`config.mk`:
```
export PLATFORM = sky130hd
export DESIGN_NAME = apb_uart_tx
export DESIGN_NICKNAME = d
export VERILOG_FILES = /design/src/rtl/apb_uart_tx_pkg.sv /design/src/rtl/uart_tx_fifo.sv /design/src/rtl/apb_uart_tx.sv
export SDC_FILE = /design/constraint.sdc
export NUM_CORES = 1
export LEC_CHECK = 0
export CAP_MARGIN = 0
export CORE_ASPECT_RATIO = 0.8
export CORE_MARGIN = 8
export CORE_UTILIZATION = 60
export CTS_BUF_LIST = sky130_fd_sc_hd__clkbuf_4
export DETAILED_ROUTE_END_ITERATION = 10
export PLACE_DENSITY_LB_ADDON = 0.2
export SKIP_CTS_REPAIR_TIMING = 1
export SLEW_MARGIN = 20
export SYNTH_ARGS = -nofsm -noshare
export SYNTH_HDL_FRONTEND = slang
export SYNTH_SLANG_ARGS = --single-unit
```
`constraint.sdc`:
```
create_clock -name clk -period 5.1 [get_ports clk]
set_clock_uncertainty 0.15 [all_clocks]
set_input_delay 1.02 -clock clk [delete_from_list [all_inputs] [get_ports clk]]
set_output_delay 1.02 -clock clk [all_outputs]
set_load 0.02 [all_outputs]
```
`src/rtl/apb_uart_tx_pkg.sv`:
```
// Purpose: shared constants and types for the UART0 APB transmitter.
// Latency: n/a (declarations only).
// Backpressure: n/a.
// Contents: register offsets, STATUS bit positions, TX FSM state type.
package apb_uart_tx_pkg;

  // Interconnect select index that routes to this slave.
  localparam int APB_PSELX_UART0 = 4;

  // Register offsets, decoded from PADDR[0] only.
  localparam logic UART_REG_DATA   = 1'b0;
  localparam logic UART_REG_STATUS = 1'b1;

  // STATUS register bit positions.
  localparam int UART_STAT_EMPTY     = 0;
  localparam int UART_STAT_FULL      = 1;
  localparam int UART_STAT_BUSY      = 2;
  localparam int UART_STAT_COUNT_LSB = 8;

  typedef enum logic [1:0] {
    TX_IDLE  = 2'd0,
    TX_START = 2'd1,
    TX_DATA  = 2'd2,
    TX_STOP  = 2'd3
  } tx_state_e;

endpackage

```
`src/rtl/uart_tx_fifo.sv`:
```
// Purpose: synchronous FIFO holding bytes waiting to be serialised.
// Latency: push visible in count/empty one cycle later; dout shows the head entry combinationally.
// Backpressure: push ignored when full, pop ignored when empty; caller watches full_o/empty_o.
// Ports: clk/reset (sync, active-high), push_i/din_i write side, pop_i/dout_o read side,
//        count_o occupancy, full_o/empty_o flags.
module uart_tx_fifo #(
  parameter int WIDTH = 8,
  parameter int DEPTH = 8
) (
  input  logic                       clk,
  input  logic                       reset,
  input  logic                       push_i,
  input  logic [WIDTH-1:0]           din_i,
  input  logic                       pop_i,
  output logic [WIDTH-1:0]           dout_o,
  output logic [$clog2(DEPTH):0]     count_o,
  output logic                       full_o,
  output logic                       empty_o
);

  localparam int AW = $clog2(DEPTH);
  localparam int CW = AW + 1;

  logic [WIDTH-1:0] mem_q [DEPTH];
  logic [AW-1:0]    wr_ptr_q, wr_ptr_d;
  logic [AW-1:0]    rd_ptr_q, rd_ptr_d;
  logic [CW-1:0]    count_q,  count_d;
  logic             push_ok, pop_ok;

  assign full_o  = (count_q == CW'(DEPTH));
  assign empty_o = (count_q == '0);
  assign count_o = count_q;
  assign dout_o  = mem_q[rd_ptr_q];

  assign push_ok = push_i & ~full_o;
  assign pop_ok  = pop_i  & ~empty_o;

  // DEPTH is a power of two, so pointer overflow is the modulo wrap.
  always_comb begin
    wr_ptr_d = wr_ptr_q;
    rd_ptr_d = rd_ptr_q;
    count_d  = count_q;
    if (push_ok) wr_ptr_d = wr_ptr_q + AW'(1);
    if (pop_ok)  rd_ptr_d = rd_ptr_q + AW'(1);
    case ({push_ok, pop_ok})
      2'b10:   count_d = count_q + CW'(1);
      2'b01:   count_d = count_q - CW'(1);
      default: count_d = count_q;
    endcase
  end

  always_ff @(posedge clk) begin
    if (reset) begin
      wr_ptr_q <= '0;
      rd_ptr_q <= '0;
      count_q  <= '0;
    end else begin
      wr_ptr_q <= wr_ptr_d;
      rd_ptr_q <= rd_ptr_d;
      count_q  <= count_d;
    end
  end

  // Storage needs no reset: entries are only read after being written.
  always_ff @(posedge clk) begin
    if (push_ok) mem_q[wr_ptr_q] <= din_i;
  end

endmodule

```
`src/rtl/apb_uart_tx.sv`:
```
// Purpose: APB slave for the UART0 window; queues written bytes and sends them as 8N1 frames.
// Latency: byte accepted at edge E starts its start bit at E+1 when idle; frame is 10*CLKS_PER_BIT cycles.
// Backpressure: DATA writes are held with S_PREADY=0 while the TX FIFO is full.
// Ports: clk/reset (sync, active-high); S_P* APB slave signals (PADDR[0] selects DATA/STATUS);
//        uart_tx registered serial output, idle high.
module apb_uart_tx
  import apb_uart_tx_pkg::*;
#(
  parameter int BUS_WIDTH    = 16,
  parameter int FIFO_DEPTH   = 8,
  parameter int CLKS_PER_BIT = 434
) (
  input  logic                 clk,
  input  logic                 reset,
  input  logic [BUS_WIDTH-1:0] S_PADDR,
  input  logic                 S_PWRITE,
  input  logic                 S_PSELx,
  input  logic                 S_PENABLE,
  input  logic [BUS_WIDTH-1:0] S_PWDATA,
  output logic [BUS_WIDTH-1:0] S_PRDATA,
  output logic                 S_PREADY,
  output logic                 uart_tx
);

  localparam int CW = $clog2(FIFO_DEPTH) + 1;
  localparam int BW = $clog2(CLKS_PER_BIT);

  logic                 access;
  logic                 data_wr;
  logic                 push;
  logic                 pop;
  logic [7:0]           fifo_dout;
  logic [CW-1:0]        fifo_count;
  logic                 fifo_full;
  logic                 fifo_empty;
  logic [BUS_WIDTH-1:0] status;
  logic                 unused_bits;

  tx_state_e  state_q, state_d;
  logic [BW-1:0] baud_q, baud_d;
  logic [2:0]    bit_q,  bit_d;
  logic [7:0]    shift_q, shift_d;
  logic          tx_q,   tx_d;
  logic          baud_last;

  // Only PADDR[0] and PWDATA[7:0] carry meaning.
  assign unused_bits = ^{S_PADDR[BUS_WIDTH-1:1], S_PWDATA[BUS_WIDTH-1:8]};

  // APB handshake is purely combinational on the current bus inputs.
  assign access   = S_PSELx & S_PENABLE;
  assign data_wr  = access & S_PWRITE & (S_PADDR[0] == UART_REG_DATA);
  assign S_PREADY = access & ~reset & ~(data_wr & fifo_full);
  assign push     = data_wr & S_PREADY;

  always_comb begin
    status = '0;
    status[UART_STAT_EMPTY]                  = fifo_empty;
    status[UART_STAT_FULL]                   = fifo_full;
    status[UART_STAT_BUSY]                   = (state_q != TX_IDLE);
    status[UART_STAT_COUNT_LSB +: CW]        = fifo_count;
  end

  // Reads of DATA, and everything during reset, return zero.
  assign S_PRDATA = (access & ~reset & ~S_PWRITE & (S_PADDR[0] == UART_REG_STATUS))
                    ? status : '0;

  uart_tx_fifo #(
    .WIDTH (8),
    .DEPTH (FIFO_DEPTH)
  ) u_fifo (
    .clk     (clk),
    .reset   (reset),
    .push_i  (push),
    .din_i   (S_PWDATA[7:0]),
    .pop_i   (pop),
    .dout_o  (fifo_dout),
    .count_o (fifo_count),
    .full_o  (fifo_full),
    .empty_o (fifo_empty)
  );

  assign baud_last = (baud_q == BW'(CLKS_PER_BIT - 1));

  // tx_d is the line level for the state being entered, so uart_tx
  // changes on the same edge as the state register.
  always_comb begin
    state_d = state_q;
    baud_d  = baud_q;
    bit_d   = bit_q;
    shift_d = shift_q;
    tx_d    = tx_q;
    pop     = 1'b0;
    case (state_q)
      TX_IDLE: begin
        tx_d = 1'b1;
        if (!fifo_empty) begin
          pop     = 1'b1;
          shift_d = fifo_dout;
          baud_d  = '0;
          tx_d    = 1'b0;
          state_d = TX_START;
        end
      end
      TX_START: begin
        if (baud_last) begin
          baud_d  = '0;
          bit_d   = '0;
          tx_d    = shift_q[0];
          state_d = TX_DATA;
        end else begin
          baud_d = baud_q + BW'(1);
        end
      end
      TX_DATA: begin
        if (baud_last) begin
          baud_d = '0;
          if (bit_q == 3'd7) begin
            tx_d    = 1'b1;
            state_d = TX_STOP;
          end else begin
            // Shift right so the next bit to send is always shift_q[0].
            bit_d   = bit_q + 3'd1;
            shift_d = {1'b0, shift_q[7:1]};
            tx_d    = shift_q[1];
          end
        end else begin
          baud_d = baud_q + BW'(1);
        end
      end
      TX_STOP: begin
        if (baud_last) begin
          baud_d  = '0;
          tx_d    = 1'b1;
          state_d = TX_IDLE;
        end else begin
          baud_d = baud_q + BW'(1);
        end
      end
      default: begin
        state_d = TX_IDLE;
        tx_d    = 1'b1;
      end
    endcase
  end

  always_ff @(posedge clk) begin
    if (reset) begin
      state_q <= TX_IDLE;
      baud_q  <= '0;
      bit_q   <= '0;
      shift_q <= '0;
      tx_q    <= 1'b1;
    end else begin
      state_q <= state_d;
      baud_q  <= baud_d;
      bit_q   <= bit_d;
      shift_q <= shift_d;
      tx_q    <= tx_d;
    end
  end

  assign uart_tx = tx_q;

endmodule

```
# After elaboration in Yosys (flattened, before gate mapping)
# Memory sizes are Yosys's and may differ from the RTL's. A register that Yosys moved wholly into a read port is not among the register bits.
# Cells that the tools add are included.
# Widths: inputs -> output; s select.
# op_classes
n_addsub,6
multipliers,0
div,0
order_cmp,0
n_eq_ne,14
shift,0
n_mux,31
n_bitwise,17
reduce_logical,11
# op_table
op,n
$mux 8,3
$mux 9,2
$pmux 9 s2,1
$pmux 8 s2,1
$mux 3,5
$mux 12,1
$ne 2x2->1 const B,6
$and 1x1->1,11
$mux 2,5
$add 3x1->3 const B,3
$add 9x1->9 const B,1
$eq 9x9->1 const B,1
$mux 1,9
$pmux 2 s4,1
$pmux 4 s2,1
$reduce_and 4->1,2
$reduce_bool 2->1,4
$eq 2x2->1 const B,3
$not 1->1,6
$pmux 3 s2,1
$reduce_and 5->1,1
$add 4x1->4 const B,1
$eq 2x1->1 const B,2
$eq 4x4->1 const B,1
other kinds (7),7
# totals
register_bits,33
latchBits,0
ramBits,64
mem_bits_ro,0
in_bits,37
output_inout_bits,18
wordCells,88
mem_count,1
# mem_list
name,depth,word_bits,read_ports,rd_clocked_by_memory_dff,wr,line_no,rtl
u_fifo.mem_q,8,8,1,1,1,uart_tx_fifo.sv:24,logic [WIDTH-1:0] mem_q [DEPTH];

# Logic depth before layout (Yosys ltp)
# Gate-level depths: netlist of run 1.
# logic_depth
ltp_word,10
depth_mapped,12
ltp_nobuf,11

# Modules after synthesis
# Synthesis of run 1 repeated with hierarchy kept, for this count alone.
# unflattened
cells_unflattened,328
area_unflattened_um2,4645.7
# by_module_without_submodules
mod,n_inst,cells_per_inst,area_per_inst_um2,seq_area_each_um2
uart_tx_fifo,1,167,3151.8,2182.1
apb_uart_tx,1,161,1493.9,460.4

# Least setup slack after synthesis of run 1
# No wires, ideal clock.
# synth_path
path_kind,input to output
from,in reset
to,out S_PRDATA[0]
arrival_ns,2.168
required_time_ns,3.930
slack_ns,1.762
stages,3
n_path_buf,1
path_cell_list,clkbuf_1 > or4b_2 > nor2_1
# synth_via
elab_chain_cells,5
# synth_lines
element,line_no,rtl
start: declaration,apb_uart_tx.sv:14,"input logic reset,"
$not 1->1,apb_uart_tx.sv:64,assign S_PRDATA = (access & ~reset & ~S_PWRITE & (S_PADDR[0] == UART_REG_STATUS))
$and 1x1->1 (3 in a row),apb_uart_tx.sv:64,
$mux 12,apb_uart_tx.sv:65,? status : '0;
end: declaration,apb_uart_tx.sv:20,"output logic [BUS_WIDTH-1:0] S_PRDATA,"
# No other way between the ends.

# Final worst setup path of run 1
# layout_path
from,in S_PSELx
to,out S_PRDATA[0]
# layout_via
elab_chain_cells,5
# layout_lines
element,line_no,rtl
start: declaration,apb_uart_tx.sv:17,"input logic S_PSELx,"
$and 1x1->1,apb_uart_tx.sv:50,assign access = S_PSELx & S_PENABLE;
$and 1x1->1 (3 in a row),apb_uart_tx.sv:64,
$mux 12,apb_uart_tx.sv:65,
# No other way between the ends.

==> results of run 1 <==
routing by layer:
metal | track usage | vias to the layer above
met4 | 0.04313 | 0
met1 | 0.2010 | 1276
met3 | 0.05657 | 8
met5 | 0 | -
li1 | - | 1232
met2 | 0.2612 | 64
how the worst max path moves through the flow:
| stage | endpoint | slack [ns] | cells after the start |
|---|---|---|---|
| 2_1_floorplan | S_PRDATA[0] | 1.76 | 3 |
| 3_3_place_gp | S_PRDATA[0] | 0.97 | 5 |
| 3_5_place_dp | S_PRDATA[0] | 0.94 | 5 |
| 4_1_cts | S_PRDATA[0] | 0.94 | 5 |
| 5_1_grt | S_PRDATA[9] | 0.82 | 5 |
| 6_report | S_PRDATA[0] | 0.93 | 5 |
critical path, cell delays in order:
cell                              delay [ns]
sky130_fd_sc_hd__clkdlybuf4s50_1        0.47
sky130_fd_sc_hd__nand2_1                0.09
sky130_fd_sc_hd__or4b_2                 0.66
sky130_fd_sc_hd__nor2_1                 0.13
sky130_fd_sc_hd__clkdlybuf4s50_1        0.62
metrics by stage:
step | worst slack [ns] | utilization
4_1_cts | 0.9362 | 0.6684
3_5_place_dp | 0.9363 | 0.6449
2_1_floorplan | 1.762 | -
5_1_grt | 0.8172 | 0.6686
6_report | 0.9340 | 0.6686
3_3_place_gp | 0.9691 | 0.6449
sequential cells by signal, summed over array words and instances (netlist names), named ones only:
register	cells
uart_tx	1
u_fifo.mem_q	64
shift_q	8
u_fifo.count_o	4
u_fifo.wr_ptr_q	3
bit_q	3
state_q	2
u_fifo.rd_ptr_q	3
baud_q	9
cell usage in the layout (no fill, tap or decap), types with 4 or more instances in the layout:
master / Yosys / layout
sky130_fd_sc_hd__mux2i_1: 10 / 10
sky130_fd_sc_hd__inv_1: 7 / 7
sky130_fd_sc_hd__xnor2_1: 9 / 9
sky130_fd_sc_hd__ha_1: 14 / 14
sky130_fd_sc_hd__conb_1: 1 / 9
sky130_fd_sc_hd__and2_1: 5 / 5
sky130_fd_sc_hd__nor2_1: 31 / 31
sky130_fd_sc_hd__a221o_2: 7 / 7
sky130_fd_sc_hd__nand2b_1: 9 / 9
sky130_fd_sc_hd__o21ai_0: 4 / 4
sky130_fd_sc_hd__buf_4: 10 / 7
sky130_fd_sc_hd__edfxtp_1: 64 / 64
sky130_fd_sc_hd__nand2_1: 7 / 7
sky130_fd_sc_hd__clkdlybuf4s50_1: 0 / 22
sky130_fd_sc_hd__clkbuf_4: 0 / 10
sky130_fd_sc_hd__mux4_2: 16 / 16
sky130_fd_sc_hd__a21oi_1: 13 / 13
sky130_fd_sc_hd__xor2_1: 5 / 5
sky130_fd_sc_hd__a211oi_1: 6 / 6
sky130_fd_sc_hd__nand3_1: 7 / 7
sky130_fd_sc_hd__dfxtp_1: 36 / 35
kinds of logic (layout without fill, tap and decap cells):
group,after synthesis,in the layout,share of synthesized area
multiplexers,27,27,0.1073
AND/OR/NAND/NOR,87,87,0.1104
buffers and inverters,33,52,0.03813
flip-flops,100,100,0.6010
AO/OA/AOI/OAI,43,43,0.07456
adder cells (fa/ha/maj),14,14,0.03984
XOR/XNOR,14,14,0.02789
other,1,9,0.0008529
where the power goes:
part / total [mW] / switching, mW / internal (mW) / leakage (nW)
Combinational: 0.581 / 0.317 / 0.264 / 0.668
Clock: 0.468 / 0.258 / 0.210 / 0.0916
Sequential: 1.02 / 0.0905 / 0.926 / 0.869
cell type report:
type,instances,area (sq um),area share
clock inverters,6,95.09,0.01961
well taps,90,112.6,0.02323
multi-input cells,194,1623,0.3347
flip-flops and latches,100,2644,0.5453
repair buffers,29,272.8,0.05626
clock buffers,10,75.07,0.01548
inverters,7,26.28,0.005419
==> impl_metrics.json, run 1 <==
{
  "power.static_leakage_nw": 1.629,
  "vdd_ir_drop_max_v": 0.0003259,
  "drt_wl_total_um": 7830,
  "arrival_time_at_the_worst_endpoint_ns": 3.00,
  "postSynthCellCount": 319,
  "grt_antenna_before_repair": 0,
  "setup_slack_on_the_worst_flop_to_flop_path_ns": 1.91,
  "vias_per_cell": 5.917,
  "die_area_sq_um": 10340,
  "slew-limit-headroom": 0.3899,
  "grt_pass1_vias": 2495,
  "floorplan.core_area_sq_um": 7252,
  "synth-edff-count": 64,
  "ys_seq_elements": 100,
  "wl_met1_um": 3258,
  "routabilityCongestion": 0.7127,
  "timing.hold.worst_endpoint": "shift_q[7]",
  "cts_tree": "built",
  "detailedPlacementHpwl_um": 5148,
  "worstReg2RegEnd": "u_fifo.count_o[2]",
  "io_pins": 55,
  "yosys_warnings": 0,
  "vias": 2580,
  "timing.critical_path.required_ns": 3.93,
  "startpoint_of_the_lowest_slack_register_to_register_path": "state_q[0]",
  "placedCellCount": 420,
  "place.port_buffers": 22,
  "ys.flop_type": "sky130_fd_sc_hd__edfxtp_1",
  "synth_area_leader_cell": "sky130_fd_sc_hd__edfxtp_1",
  "synth.top_cells.by_count": "64 x sky130_fd_sc_hd__edfxtp_1, 36 x sky130_fd_sc_hd__dfxtp_1, 31 x sky130_fd_sc_hd__nor2_1, 16 x sky130_fd_sc_hd__mux4_2, 14 x sky130_fd_sc_hd__ha_1",
  "worst_hold_path.num_cells": 1,
  "initial_utilization": 0.6063,
  "clkLatencyLatePin_ns": 0.45,
  "diodes": 0,
  "placement_rows": 28,
  "drcViolationCount": 0,
  "seq_area_frac_synth": 0.6010,
  "finalHoldViolations": 0,
  "post-synth-top-count-cell": "sky130_fd_sc_hd__edfxtp_1",
  "drtAntennaViolNets": 0,
  "route.detailed.wl_per_inst_um": 17.96,
  "crit_fanout": 3,
  "synth.area.top_cells": "sky130_fd_sc_hd__edfxtp_1 44%, sky130_fd_sc_hd__dfxtp_1 16%, sky130_fd_sc_hd__mux4_2 8.2%",
  "nFillCells": 523,
  "overflow": 0,
  "final_cell_count_no_fill": 436,
  "synth_cell_types": 53,
  "post-layout-total-power_mw": 2.066,
  "power_density_nw_per_um2": 426.0,
  "synth_top_area_frac": 0.4371,
  "area_delta_synth_final_pct": 10.27,
  "dpl-instance-area_sq_um": 4677,
  "numCtsBuffers": 9,
  "synthesized_area_per_cell_sq_um": 13.78,
  "postSynth.asyncResetShare": 0,
  "worst_hold_margin_ns": 0.3341,
  "grt_usage": 0.1606,
  "layout_worst_path_cycle_share": 0.8169,
  "finalSetupViolCount": 0,
  "finish.instance_area_sq_um": 4848,
  "fp.dieW_um": 111.7,
  "setup.worst_path.start_class": "input port",
  "path_clk_slew_ns": 0.14,
  "drtPass1Iterations": 4,
  "slew_at_the_pin_with_the_worst_max_slew_slack_ns": 0.9117,
  "cp-startpoint": "S_PSELx",
  "cts_num_sinks": 100,
  "timing.critical_path.to_type": "primary output",
  "timing.max_cap.violations": 0,
  "share_of_final_layout_standard_cells_stronger_than_drive_strength_1": 0.1590,
  "largest_net_degree_at_the_start_of_global_routing": 28,
  "final_nets": 392,
  "min_period_ns": 4.166,
  "rsz0062_at_grt": "false",
  "worstSetupPathType": "input port to primary output",
  "max_clock_freq_mhz": 240.0,
  "clk_root_buffer_cell": "sky130_fd_sc_hd__clkbuf_4",
  "met3_length_um": 555,
  "synth.cell_area_sq_um": 4397,
  "hold_start": "shift_q[7]",
  "run_status": "finished, final reports clean",
  "met2_length_um": 3943,
  "grt_first_pass_wirelength_um": 12770,
  "final.setup.tns_ns": 0,
  "timing_max_transition_violations_final": 0,
  "detailedRoute.firstIterationViolations": 183,
  "total_number_of_h_tree_levels": 3,
  "floorplan_die_height_um": 92.57,
  "ctsLongestPathBuffers": 2,
  "timing.reg2reg.worst_path_depth": 11,
  "holdCritPathClass": "flip-flop to flip-flop",
  "highest_layer": "met4"
}
(Power assumes the default switching activity.)
==> run 2, diff against run 1 <==
Settings changed: CORE_UTILIZATION 60 to 52.
Clock period 5.1 ns to 3.6 ns, I/O delays scaled along.
==> run 2 against run 1 <==
Net effect: wire length rose by 2.0%; first-iteration DRC count fell by 20%; register-to-register slack got worse by 1.2 ns; count of clock-buffer cells in the layout fell by 1; critical path depth did not move; worst setup slack got worse by 0.83 ns; sequential share of layout area fell by 0.69 points; global-route usage fell by 1.5 points; sequential power rose by 40%; final cell count rose by 6.4%; largest power group unchanged.
==> impl_metrics.json, run 2 (synthesized netlist as in run 1, its figures left out) <==
{
  "run_status": "finished, final reports clean",
  "crit_path_cell_trace": "clkdlybuf4s50_1 -> buf_4 -> nor4b_1 -> and2_1 -> clkdlybuf4s50_1",
  "rsz0062_at_grt": "false",
  "buffers_and_inverters_on_the_worst_path": 3,
  "largest_register": "u_fifo.mem_q",
  "setup_slack_on_the_worst_flop_to_flop_path_ns": 0.70,
  "floorplan.core_area_sq_um": 8333,
  "route.detailed.wl_per_inst_um": 17.21,
  "floorplan_die_height_um": 98.25,
  "fp.dieW_um": 118.8,
  "detailedRoute.firstIterationViolations": 146,
  "sequential_cell_area_sq_um": 2643,
  "timing.critical_path.required_ns": 2.73,
  "drt_wl_total_um": 7987,
  "timing.reg2reg.worst_path_depth": 10,
  "power.static_leakage_nw": 1.702,
  "worst_hold_margin_ns": 0.3359,
  "worst_hold_path.num_cells": 2,
  "largest_net_degree_at_the_start_of_global_routing": 19,
  "grt_first_pass_wirelength_um": 13280,
  "vias": 2542,
  "grt_usage": 0.1461,
  "crit_fanout": 12,
  "multiInputGateArea_sq_um": 1623,
  "max_clock_freq_mhz": 285.9,
  "clk_root_buffer_cell": "sky130_fd_sc_hd__clkbuf_4",
  "die_area_sq_um": 11670,
  "path_clk_slew_ns": 0.14,
  "final.setup.tns_ns": 0,
  "worstReg2RegEnd": "u_fifo.count_o[2]",
  "critical_path.slowest_cell": "sky130_fd_sc_hd__clkdlybuf4s50_1",
  "cts_tree": "built",
  "timing_max_transition_violations_final": 0,
  "final_core_util": 0.5890,
  "gr-usage-met2": 0.2168,
  "area_delta_synth_final_pct": 11.64,
  "finalSetupViolCount": 0,
  "crit_path_frequent_cell": "sky130_fd_sc_hd__clkdlybuf4s50_1",
  "ctsLongestPathBuffers": 2,
  "drtPass1Iterations": 4,
  "slew-limit-headroom": 0.4954,
  "crit_family": "buffers and inverters",
  "initial_utilization": 0.5276,
  "cts_num_sinks": 100,
  "hold_start": "bit_q[1]",
  "layout_worst_path_cycle_share": 0.9717,
  "clkLatencyLatePin_ns": 0.47,
  "placement_rows": 30,
  "io_pins": 55,
  "numCtsBuffers": 9,
  "nFillCells": 676,
  "grt_use_met3": 0.04671,
  "timing.hold.worst_endpoint": "bit_q[1]",
  "setup.worst_path.start_class": "input port",
  "timing.critical_path.slowest_cell_delay_ns": 0.61,
  "drtAntennaViolNets": 0,
  "max_ffs_per_register": 64,
  "timing.critical_path.to_type": "primary output",
  "power_density_nw_per_um2": 586.6,
  "total_number_of_h_tree_levels": 3,
  "final_nets": 398,
  "timing.max_cap.violations": 0,
  "vdd_ir_drop_max_v": 0.0002482,
  "detailedPlacementHpwl_um": 5440,
  "top_usage_layer": "met2",
  "slew_at_the_pin_with_the_worst_max_slew_slack_ns": 0.7558,
  "min_period_ns": 3.498,
  "overflow": 0,
  "worstSetupPathType": "input port to primary output",
  "place.port_buffers": 22,
  "largest_registers": "u_fifo.mem_q x64, baud_q x9, shift_q x8",
  "grt_pass1_vias": 2570,
  "finalHoldViolations": 0,
  "layout.cells.most_common_list": "64 x sky130_fd_sc_hd__edfxtp_1, 36 x sky130_fd_sc_hd__dfxtp_1, 31 x sky130_fd_sc_hd__nor2_1",
  "routabilityCongestion": 0.7299,
  "grt.met1_usage": 0.1962,
  "grt_antenna_before_repair": 0,
  "startpoint_of_the_lowest_slack_register_to_register_path": "u_fifo.count_o[0]",
  "diodes": 0,
  "holdCritPathClass": "flip-flop to flip-flop",
  "layout_commonest_cell": "sky130_fd_sc_hd__edfxtp_1",
  "drcViolationCount": 0,
  "vias_per_cell": 5.478,
  "arrival_time_at_the_worst_endpoint_ns": 2.63,
  "share_of_final_layout_standard_cells_stronger_than_drive_strength_1": 0.1676
}
## run 2: layer usage
metal / part of all wire / vias up
li1: - / 1244
met1: 0.49 / 1237
met2: 0.45 / 49
met3: 0.047 / 12
met4: 0.015 / 0
met5: 0 / -
## run 2: layout make-up
cell class	count	area share
Sequential cell	100	0.5384
Inverter	7	0.005353
Clock inverter	7	0.01708
Multi-Input combinational cell	194	0.3306
Timing Repair Buffer	35	0.06628
Tap cell	112	0.02855
Clock buffer	9	0.01376
## run 2: worst register-to-register path, delay by kind of cell (launching register included)
family,cells,cell delay (ns)
xor gates and xnor gates,2,0.33
DFF,1,0.44
AOI/OAI and AO/OA,2,0.19
adders and majority gates,2,0.45
and+or+nand+nor,4,1.30
## run 2: report_power, final
part / total, mW / switching (mW) / internal [mW]
Clock: 0.617 / 0.391 / 0.225
Combinational: 0.831 / 0.444 / 0.387
Sequential: 1.43 / 0.119 / 1.31
## run 2: how the worst max path moves through the flow
| stage | from | end | slack (ns) | cells past startpoint |
|---|---|---|---|---|
| after global placement | S_PSELx | S_PRDATA[0] | 0.07 | 5 |
| final | reset | S_PRDATA[9] | 0.10 | 5 |
| after CTS | S_PENABLE | S_PRDATA[0] | 0.05 | 5 |
| after floorplan | S_PADDR[0] | u_fifo.count_o[2] | 0.75 | 11 |
| after detailed placement | S_PENABLE | S_PRDATA[0] | 0.05 | 5 |
| after global routing | reset | S_PRDATA[9] | 0.0004 | 5 |
## run 2: through the flow
step	instances	worst slack (ns)	cell area, sq um	power, mW
after floorplan	327	0.7522	4427	2.106
after global placement	448	0.06790	4750	2.263
after detailed placement	448	0.05321	4750	2.286
after CTS	464	0.05321	4901	2.903
after global routing	464	0.0003810	4908	3.063
final	464	0.1020	4908	2.879
==> run 3, diff against run 2 <==
Settings changed: CORE_UTILIZATION 52 to 60.
Clock period 3.6 ns to 4.2 ns, I/O delays scaled along.
==> run 3 against run 2 <==
Net effect: sequential share of layout area up 0.47 points; die area down 11%; wire length down 1.8%; combinational power down 17%; utilization up 8.2 points; sequential power down 13%; power down 13%; final cell count down 5.6%; global-route usage up 0.97 points; sequential cell count unchanged; worst setup slack better by 0.32 ns.
==> impl_metrics.json, run 3 (synthesized netlist as in run 1, its figures left out) <==
{
  "run_status": "finished, final reports clean",
  "numCtsBuffers": 9,
  "max_ffs_per_register": 64,
  "vias_per_cell": 5.833,
  "worstReg2RegEnd": "u_fifo.count_o[2]",
  "vias": 2555,
  "placement_rows": 28,
  "detailedRoute.firstIterationViolations": 169,
  "timing.max_cap.violations": 0,
  "area_delta_synth_final_pct": 10.73,
  "post-route-worst-setup-slack_ns": 0.4171,
  "timing.critical_path.required_ns": 3.21,
  "overflow": 0,
  "grt_use_met3": 0.04291,
  "initial_utilization": 0.6063,
  "crit_path_frequent_cell": "sky130_fd_sc_hd__clkdlybuf4s50_1",
  "ctsLongestPathBuffers": 2,
  "timing_max_transition_violations_final": 0,
  "slew-limit-headroom": 0.5049,
  "routabilityCongestion": 0.7217,
  "arrival_time_at_the_worst_endpoint_ns": 2.79,
  "startpoint_of_the_lowest_slack_register_to_register_path": "u_fifo.count_o[0]",
  "pre_cts_ws_ns": 0.4109,
  "place.port_buffers": 22,
  "path_clk_slew_ns": 0.15,
  "fp.dieW_um": 111.7,
  "crit_fanout": 3,
  "grt_usage": 0.1557,
  "cp-startpoint": "S_PSELx",
  "clk_root_buffer_cell": "sky130_fd_sc_hd__clkbuf_4",
  "drt_wl_total_um": 7841,
  "largest_net_degree_at_the_start_of_global_routing": 27,
  "finalHoldViolations": 0,
  "layout_worst_path_cycle_share": 0.9007,
  "layout_commonest_cell": "sky130_fd_sc_hd__edfxtp_1",
  "drcViolationCount": 0,
  "final_nets": 394,
  "min_period_ns": 3.783,
  "floorplan_die_height_um": 92.57,
  "rsz0062_at_grt": "false",
  "power_density_nw_per_um2": 514.3,
  "drtPass1Iterations": 5,
  "cts_num_sinks": 100,
  "timing.critical_path.slowest_cell_delay_ns": 0.65,
  "grt.met1_usage": 0.2041,
  "total_number_of_h_tree_levels": 3,
  "clkLatencyLatePin_ns": 0.44,
  "critical_path.slowest_cell": "sky130_fd_sc_hd__or4b_2",
  "setup_slack_on_the_worst_flop_to_flop_path_ns": 1.26,
  "floorplan.core_area_sq_um": 7252,
  "holdCritPathClass": "flip-flop to flip-flop",
  "largest_registers": "u_fifo.mem_q x64, baud_q x9, shift_q x8",
  "crit_path_cell_trace": "clkdlybuf4s50_1 -> nand2_1 -> or4b_2 -> nor2_1 -> clkdlybuf4s50_1",
  "timing.critical_path.to_type": "primary output",
  "worstSetupPathType": "input port to primary output",
  "grt_first_pass_wirelength_um": 12560,
  "gr-usage-met2": 0.2496,
  "setup_crit_end": "S_PRDATA[0]",
  "max_clock_freq_mhz": 264.3,
  "grt_pass1_vias": 2489,
  "vdd_ir_drop_max_v": 0.0003227,
  "layout.cells.most_common_list": "64 x sky130_fd_sc_hd__edfxtp_1, 35 x sky130_fd_sc_hd__dfxtp_1, 31 x sky130_fd_sc_hd__nor2_1",
  "route.detailed.wl_per_inst_um": 17.90,
  "power.static_leakage_nw": 1.638,
  "grt_antenna_before_repair": 0,
  "timing.reg2reg.worst_path_depth": 10,
  "die_area_sq_um": 10340,
  "slew_at_the_pin_with_the_worst_max_slew_slack_ns": 0.7417,
  "detailedPlacementHpwl_um": 5203,
  "cts_tree": "built",
  "largest_register": "u_fifo.mem_q",
  "finalSetupViolCount": 0,
  "setup.worst_path.start_class": "input port",
  "top_usage_layer": "met2",
  "drtAntennaViolNets": 0,
  "io_pins": 55,
  "final.setup.tns_ns": 0,
  "diodes": 0,
  "share_of_final_layout_standard_cells_stronger_than_drive_strength_1": 0.1638
}
[run 3: per-stage QoR]
step	util	hold slack [ns]	area (sq um)	power [mW]	std cells
after floorplan	-	0.2836	4427	1.806	327
after global placement	0.6470	0.2969	4692	1.917	422
after detailed placement	0.6470	0.3044	4692	1.943	422
after CTS	0.6712	0.3353	4867	2.521	438
after global routing	0.6713	0.3488	4868	2.640	438
final	0.6713	0.3371	4868	2.504	438
[run 3: area by class of cell]
class,instances,area [sq um]
Fill cell,525,2384
Timing Repair Buffer,31,287.8
Inverter,7,26.28
Multi-Input combinational cell,194,1623
Clock inverter,7,107.6
Clock buffer,9,67.56
Tap cell,90,112.6
Sequential cell,100,2644
[run 3: power breakdown]
part / total (mW) / switching [mW] / internal [mW]
Sequential: 1.24 / 0.111 / 1.13
Combinational: 0.686 / 0.369 / 0.317
Clock: 0.580 / 0.327 / 0.253
Total: 2.50 / 0.808 / 1.70
[run 3: worst max-delay path, delay by kind of cell]
family	cells	cell delay (ns)
buffers and inverters	2	1.09
and+or+nand+nor	3	0.86
[run 3: layer usage]
metal  wire length (um)  share of wire
met5                  0              0
met4                 42         0.0054
met2               3751           0.48
met1               3621           0.46
met3                425          0.054
[run 3: worst min-delay path by stage]
stage,start,endpoint,depth (start not counted)
floorplan,shift_q[7],shift_q[7],1
global placement,shift_q[7],shift_q[7],1
detailed placement,shift_q[7],shift_q[7],1
CTS,shift_q[7],shift_q[7],1
global route,shift_q[7],shift_q[7],1
finish,shift_q[7],shift_q[7],1
